===== src/rtl/branch_resolve_unit.sv =====
// branch_resolve_unit
// Resolves one conditional branch at a time. The branch is latched on accept,
// evaluated for exactly one cycle (out_valid pulse), and for a taken, aligned
// branch a fetch redirect is held until fetch accepts it.
// Optional feature macro: BRANCH_STATS_EN adds stat_branches / stat_taken
// counters. The default build (macro undefined) has no counter ports or logic.
module branch_resolve_unit (
  input  logic        clk,
  input  logic        rst,
  input  logic        in_valid,
  output logic        in_ready,
  input  logic [31:0] pc,
  input  logic [31:0] rs1_data,
  input  logic [31:0] rs2_data,
  input  logic [11:0] imm,
  input  logic [2:0]  branch_control,
  output logic        out_valid,
  output logic        out_taken,
  output logic [31:0] out_target,
  output logic        out_misaligned,
  output logic        redirect_valid,
  input  logic        redirect_ready,
  output logic [31:0] redirect_pc
`ifdef BRANCH_STATS_EN
  ,
  output logic [31:0] stat_branches,
  output logic [31:0] stat_taken
`endif
);

  typedef enum logic [1:0] {
    S_IDLE,
    S_EVAL,
    S_REDIRECT
  } state_e;

  // Branch-control encoding shared with decode (funct3 layout).
  typedef enum logic [2:0] {
    BR_BEQ  = 3'b000,
    BR_BNE  = 3'b001,
    BR_BLT  = 3'b100,
    BR_BGE  = 3'b101,
    BR_BLTU = 3'b110,
    BR_BGEU = 3'b111
  } br_ctrl_e;

  typedef struct packed {
    logic [31:0] pc;
    logic [31:0] rs1;
    logic [31:0] rs2;
    logic [11:0] imm;
    logic [2:0]  ctrl;
  } br_ops_t;

  state_e      state_q, state_d;
  br_ops_t     ops_q, ops_d;
  logic [31:0] redirect_pc_q, redirect_pc_d;

  logic [31:0] imm_ext;
  logic [31:0] target_taken;
  logic [31:0] fall_through;
  logic        cond;
  logic        target_misaligned;
  logic        is_eval;

  // Branch condition and both candidate next-PCs from the latched operands only.
  always_comb begin
    // NOTE: every combinational output gets a default first so no path can infer a latch.
    cond         = 1'b0;
    imm_ext      = {{19{ops_q.imm[11]}}, ops_q.imm, 1'b0};
    target_taken = ops_q.pc + imm_ext;
    fall_through = ops_q.pc + 32'd4;
    case (ops_q.ctrl)
      BR_BNE:  cond = (ops_q.rs1 != ops_q.rs2);
      BR_BLT:  cond = ($signed(ops_q.rs1) <  $signed(ops_q.rs2));
      BR_BGE:  cond = ($signed(ops_q.rs1) >= $signed(ops_q.rs2));
      BR_BLTU: cond = (ops_q.rs1 <  ops_q.rs2);
      BR_BGEU: cond = (ops_q.rs1 >= ops_q.rs2);
      default: cond = (ops_q.rs1 == ops_q.rs2);  // BEQ and unlisted codes
    endcase
    target_misaligned = (target_taken[1:0] != 2'b00);
  end

  // Next-state logic: accept in IDLE, single-cycle EVAL, hold REDIRECT until fetch takes it.
  always_comb begin
    state_d       = state_q;
    ops_d         = ops_q;
    redirect_pc_d = redirect_pc_q;
    case (state_q)
      S_IDLE: begin
        if (in_valid) begin
          ops_d   = '{pc: pc, rs1: rs1_data, rs2: rs2_data, imm: imm, ctrl: branch_control};
          state_d = S_EVAL;
        end
      end
      S_EVAL: begin
        if (cond && !target_misaligned) begin
          redirect_pc_d = target_taken;
          state_d       = S_REDIRECT;
        end else begin
          state_d = S_IDLE;
        end
      end
      S_REDIRECT: begin
        if (redirect_ready) state_d = S_IDLE;
      end
      default: state_d = S_IDLE;
    endcase
  end

  // State and operand registers; reset wins over any handshake in the same cycle.
  always_ff @(posedge clk) begin
    // NOTE: sequential state uses non-blocking assignments so all flops update together.
    if (rst) begin
      // NOTE: operand and redirect registers are reset too, because they drive visible outputs.
      state_q       <= S_IDLE;
      ops_q         <= '0;
      redirect_pc_q <= '0;
    end else begin
      state_q       <= state_d;
      ops_q         <= ops_d;
      redirect_pc_q <= redirect_pc_d;
    end
  end

  assign is_eval        = (state_q == S_EVAL);
  assign in_ready       = (state_q == S_IDLE);
  assign out_valid      = is_eval;
  assign out_taken      = is_eval && cond;
  assign out_misaligned = is_eval && cond && target_misaligned;
  assign out_target     = is_eval ? (cond ? target_taken : fall_through) : 32'd0;
  assign redirect_valid = (state_q == S_REDIRECT);
  assign redirect_pc    = redirect_pc_q;

`ifdef BRANCH_STATS_EN
  logic [31:0] stat_branches_q, stat_branches_d;
  logic [31:0] stat_taken_q, stat_taken_d;

  // Wrapping counters of resolved and taken branches.
  always_comb begin
    stat_branches_d = stat_branches_q + {31'd0, out_valid};
    stat_taken_d    = stat_taken_q + {31'd0, out_taken};
  end

  // Counter registers.
  always_ff @(posedge clk) begin
    if (rst) begin
      stat_branches_q <= '0;
      stat_taken_q    <= '0;
    end else begin
      stat_branches_q <= stat_branches_d;
      stat_taken_q    <= stat_taken_d;
    end
  end

  assign stat_branches = stat_branches_q;
  assign stat_taken    = stat_taken_q;
`endif

endmodule

===== config.mk =====
export PLATFORM = sky130hd
export DESIGN_NAME = branch_resolve_unit
export DESIGN_NICKNAME = d
export VERILOG_FILES = /design/src/rtl/branch_resolve_unit.sv
export SDC_FILE = /design/constraint.sdc
export NUM_CORES = 1
export LEC_CHECK = 0
export ABC_AREA = 1
export CAP_MARGIN = 5
export CORE_MARGIN = 3
export CORE_UTILIZATION = 45
export CTS_BUF_LIST = sky130_fd_sc_hd__clkbuf_8
export CTS_CLUSTER_SIZE = 24
export DETAILED_ROUTE_END_ITERATION = 10
export GPL_TIMING_DRIVEN = 0
export PLACE_DENSITY = 0.72
export SLEW_MARGIN = 25
export SYNTH_ARGS = -nofsm -noshare
export SYNTH_HDL_FRONTEND = slang
export SYNTH_SLANG_ARGS = --single-unit

===== constraint.sdc =====
create_clock -name clk -period 3.1 [get_ports clk]
set_input_delay 0.465 -clock clk [delete_from_list [all_inputs] [get_ports clk]]
set_output_delay 0.465 -clock clk [all_outputs]
set_load 0.01 [all_outputs]

==> out/metrics.csv <==
stage;metric;value;unit
run_status;run_status;complete, but fails checks;
run_status;violations;setup timing;
synthesis;seq_area_frac_synth;33.2;%
layout;fill_cells;1702;
layout;num_antenna_cells;0;
floorplan;die_y;145;µm
pwr;power.leakage;5.51;nW
floorplan;die_area;21100;µm²
cts;clk_path_buf_depth;2;
pwr;pwr-share-comb;33.1;%
synthesis;synth_area;8740;µm²
pwr;clkPwrFrac;29.0;%
cts;clock_latency;0.48;ns
placement;dp_cells;1716;
global_routing;overflow;0;
cts;cts.sinks;145;
placement;portBuffers;183;
synthesis;ys_warn_count;0;
layout;final_cell_mix;nor2_1, nand2_1, clkdlybuf4s50_1;
global_routing;grt_max_degree;18;
layout;final_cell_count_no_fill;1791;
setup_path;critPathCaptureType;output pin;
pwr;seq_power_share;37.9;%
flow_run;cap_violations;0;
sta;hold_violations;0;
route;wirelength;31200;µm
setup_path;cp_cell_sequence;ha_4 -> buf_6 -> nand2_2 -> o21ai_2 -> nor2_1 -> nand2_1 -> nor2_4 -> nand2_2 -> nand2_2 -> nand3_2 -> nand2_1 -> nand3_2 -> nand2_4 -> buf_12 -> buf_16 -> nor2_4 -> a211oi_2 -> buf_2;
route;postRouteAntennaNets;0;
sta;setup_violations;33;
setup_path;arrival;3.04;ns
floorplan;io_pins;184;
pwr;p_sw_share;37.5;%
global_routing;grt_pass1_wl;47300;µm
setup_path;crit_type;reg -> out;
route;drt_iter0_markers;615;
sta;final.setup.tns;-11.02;ns
route;first_pass_iters;5;
synthesis;synth_cell_types;43;
setup_path;path_max_fanout;5;
layout;drive_gt1_share;21.2;%
route;wl_per_cell;17.4;µm
placement;place_congestion;0.971;
layout;final_area;12700;µm²
synthesis;avgSynthCellArea;6.87;µm²
global_routing;antenna_found_initial;1;
route;drc;0;
placement;dpl_cell_area;10900;µm²
cts;clk_pin_slew;0.09;ns
sta;slew_headroom;35.0;%
layout;syn2layout_area_growth;45.8;%
placement;pre_cts_ws;-0.994;ns
floorplan;num_rows;50;
pwr;vdd_drop_max;0.284;mV
placement;dpl.hpwl;23000;µm
global_routing;grt_usage;28.3;%
layout;layout_commonest_cell;nor2_1;
setup_path;max_stage_delay;0.38;ns
sta;fin_ws;-0.401;ns
hold_path;hp-class;reg -> reg;
pwr;total_power;5.63;mW
synthesis;synth_cells;1273;
setup_path;cp_common_cell;nand2_2;
pwr;power_density;442;nW/µm²
layout;postLayoutCoreUtil;67.4;%
sta;drv_slew;0;
cts;cts_tree;built;
layout;multi_input_area;6020;µm²
synthesis;syn-num-nets;1452;
layout;regArea;2940;µm²
pwr;p_int;3.52;mW
sta;hold_ws;0.461;ns
sta;skew;0.0172;ns
sta;max_freq;0.286;GHz
cts;cts_max_level;4;
cts;cts_buffers;17;
sta;worst_pin_slew;0.975;ns
floorplan;initial_utilization;46.3;%
global_routing;grt_pass1_vias;8967;
setup_path;cp-start-kind;flop;
cts;cts_root_buf;clkbuf_8;
sta;fin_crit_sh;113;%
layout;layout.nets;1697;
synthesis;ys_ff_latch;145;
route;vias;9268;
pwr;net-switching-power;2.11;mW
sta;layout_min_cycle_time;3.50;ns
setup_path;crit_required;2.63;ns
floorplan;coreArea;18900;µm²
setup_path;slowest_stage;dfxtp_4;
route;drt-vias-per-instance;5.17;
floorplan;die_w;145;µm
sta;grt_setup_unrepaired;true;
[worst paths after layout]
kind / start / to / slack, ns / depth (start not counted)
setup / recovery: ops_q[78]$_SDFFE_PP0P_ / out_target[9] / -0.40 / 18
setup reg to reg: ops_q[78]$_SDFFE_PP0P_ / redirect_pc[2]$_SDFFE_PP0P_ / 0.42 / 16
hold reg to reg: ops_q[28]$_SDFFE_PP0P_ / ops_q[28]$_SDFFE_PP0P_ / 0.46 / 2
hold / removal: ops_q[28]$_SDFFE_PP0P_ / ops_q[28]$_SDFFE_PP0P_ / 0.46 / 2
[registers in the layout (all words and copies together) (netlist names)]
name and flops:
ops_q 99, redirect_pc 32, imm_ext 12, state_q 2
[critical path: cells and delay by family, from the launching register on]
family,cells,cell delay (ns)
fa+ha+maj,1,0.26
buf+inv,4,0.60
simple gates,11,1.06
compound gates,2,0.25
flops,1,0.38
[what timing repair did]
item	CTS	global route
buffers inserted	27	13
endpoints found under the hold margin	0	0
setup endpoints to repair	33	35
pin swaps	54	53
gates cloned	3	1
resized for setup	303	127
hold buffers	0	0
[synthesized netlist by cell type]
cell type	number	area share [%]
nand3_2	2	0.23
nand2_4	1	0.13
buf_4	3	0.26
o21ai_0	150	8.6
fa_1	1	0.23
nand4_4	1	0.24
clkbuf_1	42	1.8
o31ai_1	1	0.086
ha_1	63	9.0
nor2_2	3	0.21
o21ai_2	1	0.10
a211oi_1	6	0.52
o21bai_1	11	0.94
a21o_1	2	0.17
a21oi_1	103	5.9
nor4_4	1	0.24
nor2_4	3	0.39
o22ai_1	1	0.072
dfxtp_1	145	33
nor3_2	5	0.57
nor2_1	251	11
nor3_4	1	0.19
clkinv_1	1	0.043
nor3_1	12	0.69
nand3_4	1	0.20
o211ai_1	2	0.17
nand4_1	11	0.79
a221oi_1	2	0.20
nor4_1	4	0.29
o21ai_1	2	0.11
a21boi_0	1	0.086
xor2_1	43	4.3
nand2_2	4	0.29
xnor2_1	11	1.1
nand3_1	35	2.0
inv_1	139	6.0
o211a_1	1	0.11
a211oi_2	5	0.72
o21a_1	5	0.43
o2111ai_1	1	0.10
nand2_1	186	8.0
buf_2	8	0.46
inv_2	2	0.086
[area by class of cell]
type                    count  area share (%)
repair buffers            226            17.4
clock buffers              17            1.84
inverters                 142            4.18
clock inverters            15            1.49
well taps                 260            2.55
flip-flops and latches    145            23.1
multi-input cells         933            47.2
plain buffers              53            2.28
[power by group through the flow]
stage / sequential, mW / combinational [mW] / clock, mW
floorplan: 2.13 / 0.821 / 0
global placement: 2.15 / 1.35 / 0
detailed placement: 2.15 / 1.35 / 0
CTS: 2.12 / 1.63 / 1.64
global route: 2.15 / 2.03 / 1.72
finish: 2.13 / 1.86 / 1.63
[metal layers]
| metal | global-route usage (%) | wire (µm) | up-vias |
|---|---|---|---|
| met5 | 0 | 13 | - |
| met4 | 11.9 | 1380 | 2 |
| met3 | 6.57 | 1980 | 89 |
| met2 | 49.5 | 15400 | 298 |
| met1 | 33.2 | 12400 | 4231 |
| li1 | - | - | 4648 |
[cells by family (layout without fill, tap and decap cells)]
family,after synthesis,count (layout),share of synthesized area [%]
and+or+nand+nor,521,521,25.2
AOI/OAI and AO/OA,294,294,18.3
buffers and inverters,195,453,8.62
DFF,145,145,33.2
adders and majority gates,64,64,9.25
xor gates and xnor gates,54,54,5.41
Power figures use the tool's default switching activity.
